### config.mk
export PLATFORM = sky130hd
export DESIGN_NAME = mem_arbiter
export DESIGN_NICKNAME = d
export VERILOG_FILES = /design/src/rtl/mem_arbiter.sv
export SDC_FILE = /design/constraint.sdc
export NUM_CORES = 1
export LEC_CHECK = 0
export BUFFER_PORTS_ARGS = -buffer_cell sky130_fd_sc_hd__buf_2
export CAP_MARGIN = 20
export CORE_AREA = 4 4 165 167
export CTS_BUF_LIST = sky130_fd_sc_hd__clkbuf_2
export CTS_CLUSTER_SIZE = 14
export DETAILED_ROUTE_END_ITERATION = 8
export DIE_AREA = 0 0 169 171
export GPL_ROUTABILITY_DRIVEN = 0
export GPL_TIMING_DRIVEN = 1
export MAX_ROUTING_LAYER = met4
export PLACE_DENSITY = 0.39
export SETUP_SLACK_MARGIN = 0.2
export SYNTH_ARGS = -nofsm -noshare
export SYNTH_HDL_FRONTEND = slang
export SYNTH_SLANG_ARGS = --single-unit
### constraint.sdc
create_clock -name clk -period 3.9 [get_ports clk]
set_input_delay 0.39 -clock clk [delete_from_list [all_inputs] [get_ports clk]]
set_output_delay 0.39 -clock clk [all_outputs]
set_load 0.005 [all_outputs]
### src/rtl/mem_arbiter.sv
// Word-request arbiter between per-CPU I/D caches and one RAM port.
// D requests outrank I requests; CPUs rotate round-robin within a class.
module mem_arbiter #(
   parameter int CPUS   = 2,
   parameter int WORD_W = 32
) (
   input  logic                          clk,
   input  logic                          RST,
   input  logic [CPUS-1:0]               iREN,
   input  logic [CPUS-1:0][WORD_W-1:0]   iaddr,
   output logic [CPUS-1:0]               iwait,
   output logic [CPUS-1:0][WORD_W-1:0]   iload,
   input  logic [CPUS-1:0]               dREN,
   input  logic [CPUS-1:0]               dWEN,
   input  logic [CPUS-1:0][WORD_W-1:0]   daddr,
   input  logic [CPUS-1:0][WORD_W-1:0]   dstore,
   output logic [CPUS-1:0]               dwait,
   output logic [CPUS-1:0][WORD_W-1:0]   dload,
   output logic                          ramREN,
   output logic                          ramWEN,
   output logic [WORD_W-1:0]             ramaddr,
   output logic [WORD_W-1:0]             ramstore,
   input  logic [WORD_W-1:0]             ramload,
   input  logic [1:0]                    ramstate
);

   localparam int CW = (CPUS > 1) ? $clog2(CPUS) : 1;
   localparam logic [1:0] RS_ACCESS = 2'd2;
   localparam logic [1:0] RS_ERROR  = 2'd3;

   typedef enum logic {IDLE, XFER} state_t;

   state_t          r_state;
   logic [CW-1:0]   r_grant_cpu;
   logic            r_grant_is_d;
   logic            r_grant_is_wr;
   logic [CW-1:0]   r_rr_ptr;

   logic [CPUS-1:0] w_dreq;
   logic            w_any_d;
   logic [CPUS-1:0] w_req;
   logic            w_found;
   logic [CW-1:0]   w_pick;
   logic [CW-1:0]   w_cand;
   int              w_idx;
   logic            w_gnt_req;
   logic            w_done;

   assign w_dreq  = dREN | dWEN;
   assign w_any_d = |w_dreq;
   assign w_req   = w_any_d ? w_dreq : iREN;

   // Scan starts just past the last CPU served.
   always_comb begin
      w_found = 1'b0;
      w_pick  = '0;
      w_idx   = 0;
      w_cand  = '0;
      for (int k = 1; k <= CPUS; k++) begin
         w_idx  = (int'(r_rr_ptr) + k) % CPUS;
         w_cand = CW'(w_idx);
         if (!w_found && w_req[w_cand]) begin
            w_found = 1'b1;
            w_pick  = w_cand;
         end
      end
   end

   assign w_gnt_req = r_grant_is_d ? w_dreq[r_grant_cpu]
                                   : iREN[r_grant_cpu];
   assign w_done    = (r_state == XFER) && (ramstate == RS_ACCESS) && !RST;

   always_ff @(posedge clk) begin
      if (RST) begin
         r_state       <= IDLE;
         r_grant_cpu   <= '0;
         r_grant_is_d  <= 1'b0;
         r_grant_is_wr <= 1'b0;
         r_rr_ptr      <= CW'(CPUS - 1);
      end else begin
         unique case (r_state)
            IDLE: begin
               if (w_found) begin
                  r_grant_cpu   <= w_pick;
                  r_grant_is_d  <= w_any_d;
                  r_grant_is_wr <= w_any_d & dWEN[w_pick];
                  r_state       <= XFER;
               end
            end
            XFER: begin
               if (ramstate == RS_ACCESS) begin
                  r_rr_ptr <= r_grant_cpu;
                  r_state  <= IDLE;
               end else if (ramstate == RS_ERROR || !w_gnt_req) begin
                  r_state <= IDLE;
               end
            end
            default: r_state <= IDLE;
         endcase
      end
   end

   always_comb begin
      ramREN   = 1'b0;
      ramWEN   = 1'b0;
      ramaddr  = '0;
      ramstore = '0;
      if (r_state == XFER) begin
         ramREN  = !r_grant_is_wr;
         ramWEN  = r_grant_is_wr;
         ramaddr = r_grant_is_d ? daddr[r_grant_cpu] : iaddr[r_grant_cpu];
         if (r_grant_is_wr)
            ramstore = dstore[r_grant_cpu];
      end
   end

   always_comb begin
      iwait = '1;
      dwait = '1;
      if (w_done) begin
         if (r_grant_is_d)
            dwait[r_grant_cpu] = 1'b0;
         else
            iwait[r_grant_cpu] = 1'b0;
      end
   end

   // Load data is broadcast; only the lane with wait low is meaningful.
   assign iload = {CPUS{ramload}};
   assign dload = {CPUS{ramload}};

endmodule

==> results.cfg, run 1 <==
[yosys]
ys_top_cells_by_area = buf_4, mux4_2, mux2i_1
synthSimpleGateAreaFrac_pct = 15.8
synth_fp_nets = 554
yosys.area.top_type = buf_4
ys_types = 26
synth_top_area_share_pct = 35.1
syn_area_um2 = 2780
avgSynthCellArea_um2 = 8.69
yosysSeqAreaShare_pct = 3.60
muxShareOfSynthArea_pct = 37.4
synth_seq_cells = 5
yosysWarnings = 0
synth_xor_area_share_pct = 0
synth_fa_ha_area_share_pct = 0
syn_inst = 320
synth_top_family_by_area = buffers and inverters
synth-compound-area-share_pct = 3.15

[clock_tree]
numCtsBuffers = 3
clock_path_buffers = 2
ctsHoldBuffers = 0
path_clk_slew_ps = 60
cts.sinks = 5
cts_root_buf = clkbuf_2
ctsResizeCount = 0
clkLatencyLatePin_ps = 210
cts_tree = built
cts.htree.levels = 1
cts_setup_buffers = 0

[run_status]
run_status = complete, no violations

[worst_setup_path]
cp.required_ps = 3510
critical_path_class = register to output port
ff2ff_setup_slack_ps = 1990
crit_fanout = 47
start_kind = register
crit_path_end_kind = output port
crit_arrival_ps = 2130

[route]
first_pass_iters = 4
num_vias = 2702
drc_errors = 0
drt-wirelength-per-cell_um = 14.8
routed_via_density = 3.43
wl_mm = 11.7
drt_iter0_drc = 32
ant_nets = 0

[finish]
multi_input_area_um2 = 1570
drive_gt1_share_pct = 69.8
syn_to_final_growth_pct = 26.5
layout_commonest_cell = buf_2
nFillCells = 2973
final_cell_mix = buf_2, nor2_1, mux4_2, and2_1, mux2i_1
seq_area_um2 = 105
nNetsFinal = 685
fin_area_um2 = 3520

[job]
drv_cap = 0

[timing]
final_max_slew_viol_count = 0
rsz0062_at_grt = false
hold_viol_final = 0
period_needed_ps = 2520
fin_ws_ps = 1380
min_period_over_period_pct = 64.7
finalSetupViolCount = 0
tns_ps = 0
relSlewSlack_pct = 40.6
worstMarginPinSlew_ps = 892
hold_slack_ps = 497
clock_skew_ps = 0.322
max_freq_ghz = 0.396

[grt]
grt_usage_pct = 7.43
grt_pass1_vias = 2795
antenna_found_initial = 3
gr-total-overflow = 0
grt_max_degree = 48
grt.met2_usage_pct = 13.7
grt.met3_usage_pct = 3.14
grtUsageMet1_pct = 6.66
busiest_layer = met2
grt_pass1_wl_mm = 16.3

[min_path]
hold_class = register to register

[placed_design]
io_buffers = 271
placed_cell_area_um2 = 3490
hpwl_mm = 10.2
dp_slack_ps = 1510

[die]
initial_core_util_pct = 10.8
num_io_pins = 432
core_area_um2 = 25800
die-height_um = 171
dieArea_um2 = 28900
chipWidth_um = 169
placementRows = 59

[power]
leakage_nw = 1.69
peakVddDrop_mv = 0.0607
powerDensity_nw_per_um2 = 136
finalPower_uw = 478
==> critical path: stages (launching register included) <==
cell	delay, ps
dfxtp_4	890
buf_4	480
mux2i_1	320
nor2_1	60
buf_2	130
==> path summary, 6_finish.rpt <==
path,startpoint,end,depth (start not counted)
worst max-delay path,r_grant_cpu$_SDFFE_PP0P_,ramstore[31],4
worst min-delay path,r_grant_is_wr$_SDFFE_PP0P_,r_grant_is_wr$_SDFFE_PP0P_,2
worst max register to register,r_grant_cpu$_SDFFE_PP0P_,r_state$_SDFF_PP0_,5
worst min register to register,r_grant_is_wr$_SDFFE_PP0P_,r_grant_is_wr$_SDFFE_PP0P_,2
==> through the flow <==
stage,utilization [%],cells
2_1_floorplan,-,320
3_3_place_gp,13.5,781
3_5_place_dp,13.5,781
4_1_cts,13.6,785
5_1_grt,13.7,788
6_report,13.7,788
==> state kept, by name, summed over array words and instances, names as in the netlist <==
signal and cells:
r_grant_is_d 1, r_rr_ptr 1, r_grant_cpu 1, r_state 1
r_grant_is_wr 1
==> where the power goes <==
group	total (mW)	leakage, nW	internal, mW	switching [mW]
sequential	0.0799	0.0424	0.0559	0.0240
combinational	0.351	1.63	0.213	0.138
clock	0.0478	0.0166	0.0271	0.0206
==> cells in the mapped netlist <==
library cell	instances
a211o_1	2
buf_8	1
buf_4	130
nand2_1	3
nor2_1	39
nor3b_1	1
nor2b_1	1
clkbuf_1	8
inv_1	3
nand2b_1	4
buf_2	5
a221o_1	1
or4_1	1
and2_1	32
o21ai_0	2
mux2i_1	32
mux4_2	32
buf_6	5
nor4_1	1
or4_4	1
a311o_1	1
a21oi_1	5
dfxtp_1	5
a211oi_1	2
nand3b_1	1
nand3_1	2
==> area by class of cell <==
class	count	area share, %
antenna	3	0.213
clock buffer	4	0.569
inverter	3	0.320
multi-input combinational	163	44.6
sequential	5	2.99
tap	335	11.9
timing repair buffer	275	39.4
==> kinds of logic after synthesis <==
kind of cell | Yosys count
flip-flops | 5
AO/OA/AOI/OAI | 13
AND/OR/NAND/NOR | 86
multiplexers | 64
buffers and inverters | 152
==> layer usage <==
layer | wire (um) | vias up
met5 | 0 | -
met4 | 448 | 0
met3 | 1900 | 43
met2 | 5790 | 240
met1 | 3530 | 1185
li1 | - | 1234
Power figures use the tool's default switching activity.
==> run 2: changes to the inputs <==
- clock period: 3.9 -> 2.5 ns (I/O delays scaled with it)
==> run 2 against run 1 <==
- via count is 0.52% higher
- combinational power is 66% higher
- count of clock-buffer cells in the layout stayed put
- worst hold slack worse by 140 ps
- utilization is 0.22 points higher
- flip-flop and latch count stayed put
- sequential power is 31% higher
- highest routed layer unchanged
- sequential share of layout area hardly changed
- global-route usage is 0.45 points higher
==> results.cfg, run 2 (synthesized netlist as in run 1, its figures left out) <==
[finish]
final_util_pct = 13.9
final_cell_mix = buf_2, nor2_1, mux4_2, and2_1, mux2i_1
drive_gt1_share_pct = 70.0
layout_commonest_cell = buf_2
nFillCells = 2996
final_cell_count_no_fill = 793
nNetsFinal = 688
fin_area_um2 = 3570
syn_to_final_growth_pct = 28.5

[clock_tree]
cts_tree = built
numCtsBuffers = 3
cts.sinks = 5
ctsResizeCount = 0
cts_setup_buffers = 0
cts.htree.levels = 1
clock_path_buffers = 2
path_clk_slew_ps = 70
clkLatencyLatePin_ps = 220
ctsHoldBuffers = 0
cts_root_buf = clkbuf_2

[placed_design]
place_inst = 784
hpwl_mm = 10.7
placed_cell_area_um2 = 3540
dp_slack_ps = 505
io_buffers = 271

[grt]
grt_max_degree = 39
grt_pass1_vias = 2903
grt_usage_pct = 7.88
gr-total-overflow = 0
grt_pass1_wl_mm = 17.2
antenna_found_initial = 4

[job]
drv_cap = 0

[power]
leakage_nw = 1.71
power.switching_uw = 295
finalPower_uw = 767
swShare_pct = 38.4
clkPwrFrac_pct = 10.2
peakVddDrop_mv = 0.0901
comb_power_share_pct = 76.0
sequentialPowerShare_pct = 13.8
powerDensity_nw_per_um2 = 215
cellInternalPower_uw = 472

[die]
core_area_um2 = 25800
placementRows = 59
initial_core_util_pct = 10.8
die-height_um = 171
num_io_pins = 432
dieArea_um2 = 28900
chipWidth_um = 169

[route]
wl_mm = 12.3
drt_iter0_drc = 53
routed_via_density = 3.42
drt-wirelength-per-cell_um = 15.5
num_vias = 2716
ant_nets = 0
first_pass_iters = 4
drc_errors = 0

[worst_setup_path]
start_kind = register
crit_fanout = 18
crit_path_end_kind = output port
crit_arrival_ps = 1880
cp.required_ps = 2250
critical_path_class = register to output port

[timing]
max_freq_ghz = 0.469
period_needed_ps = 2130
fin_ws_ps = 366
worstMarginPinSlew_ps = 456
hold_viol_final = 0
min_period_over_period_pct = 85.4
relSlewSlack_pct = 69.5
finalSetupViolCount = 0
hold_slack_ps = 355
rsz0062_at_grt = false
tns_ps = 0
final_max_slew_viol_count = 0
clock_skew_ps = 8.38

[run_status]
run_status = complete, no violations

[min_path]
hold_class = input port to register
-- run 2: cell count changes in the layout (fill, tap and decap cells not counted), sizes merged --
cell and change:
buf +3, diode +2
-- run 2: final timing paths --
check             slack (ps)                          to                       start  cells past startpoint
setup / recovery         370                 ramaddr[24]    r_grant_cpu$_SDFFE_PP0P_                      4
hold / removal           350  r_grant_is_wr$_SDFFE_PP0P_                         RST                      2
setup reg to reg         970          r_state$_SDFF_PP0_          r_state$_SDFF_PP0_                      4
hold reg to reg          500  r_grant_is_wr$_SDFFE_PP0P_  r_grant_is_wr$_SDFFE_PP0P_                      2
-- run 2: power by group through the flow --
stage                     clock network [mW]  logic, mW  registers, mW
final                                 0.0783      0.583          0.105
after global routing                  0.0903      0.649          0.109
after CTS                             0.0823      0.599          0.107
after detailed placement                   0      0.596          0.109
after global placement                     0      0.593          0.108
after floorplan                            0      0.477         0.0919
-- run 2: metal layers --
metal / global-route usage, % / part of all wire [%] / vias to the layer above
met5: - / 0 / -
met4: 2.56 / 3.1 / 0
met3: 3.44 / 16 / 39
met2: 14.8 / 50 / 236
met1: 7.17 / 31 / 1195
li1: - / - / 1246
-- run 2: cell type report --
class | count | area (um2) | area share (%)
antenna | 5 | 12.5 | 0.350
clock buffer | 4 | 20.0 | 0.560
inverter | 3 | 11.3 | 0.315
multi-input combinational | 163 | 1570 | 43.9
sequential | 5 | 105 | 2.94
tap | 335 | 419 | 11.7
timing repair buffer | 278 | 1440 | 40.2
-- run 2: worst max-delay path: stages, from the launching register on --
cell and delay, ps:
dfxtp_4 580, buf_12 240, mux4_2 520, and2_1 170
buf_2 120
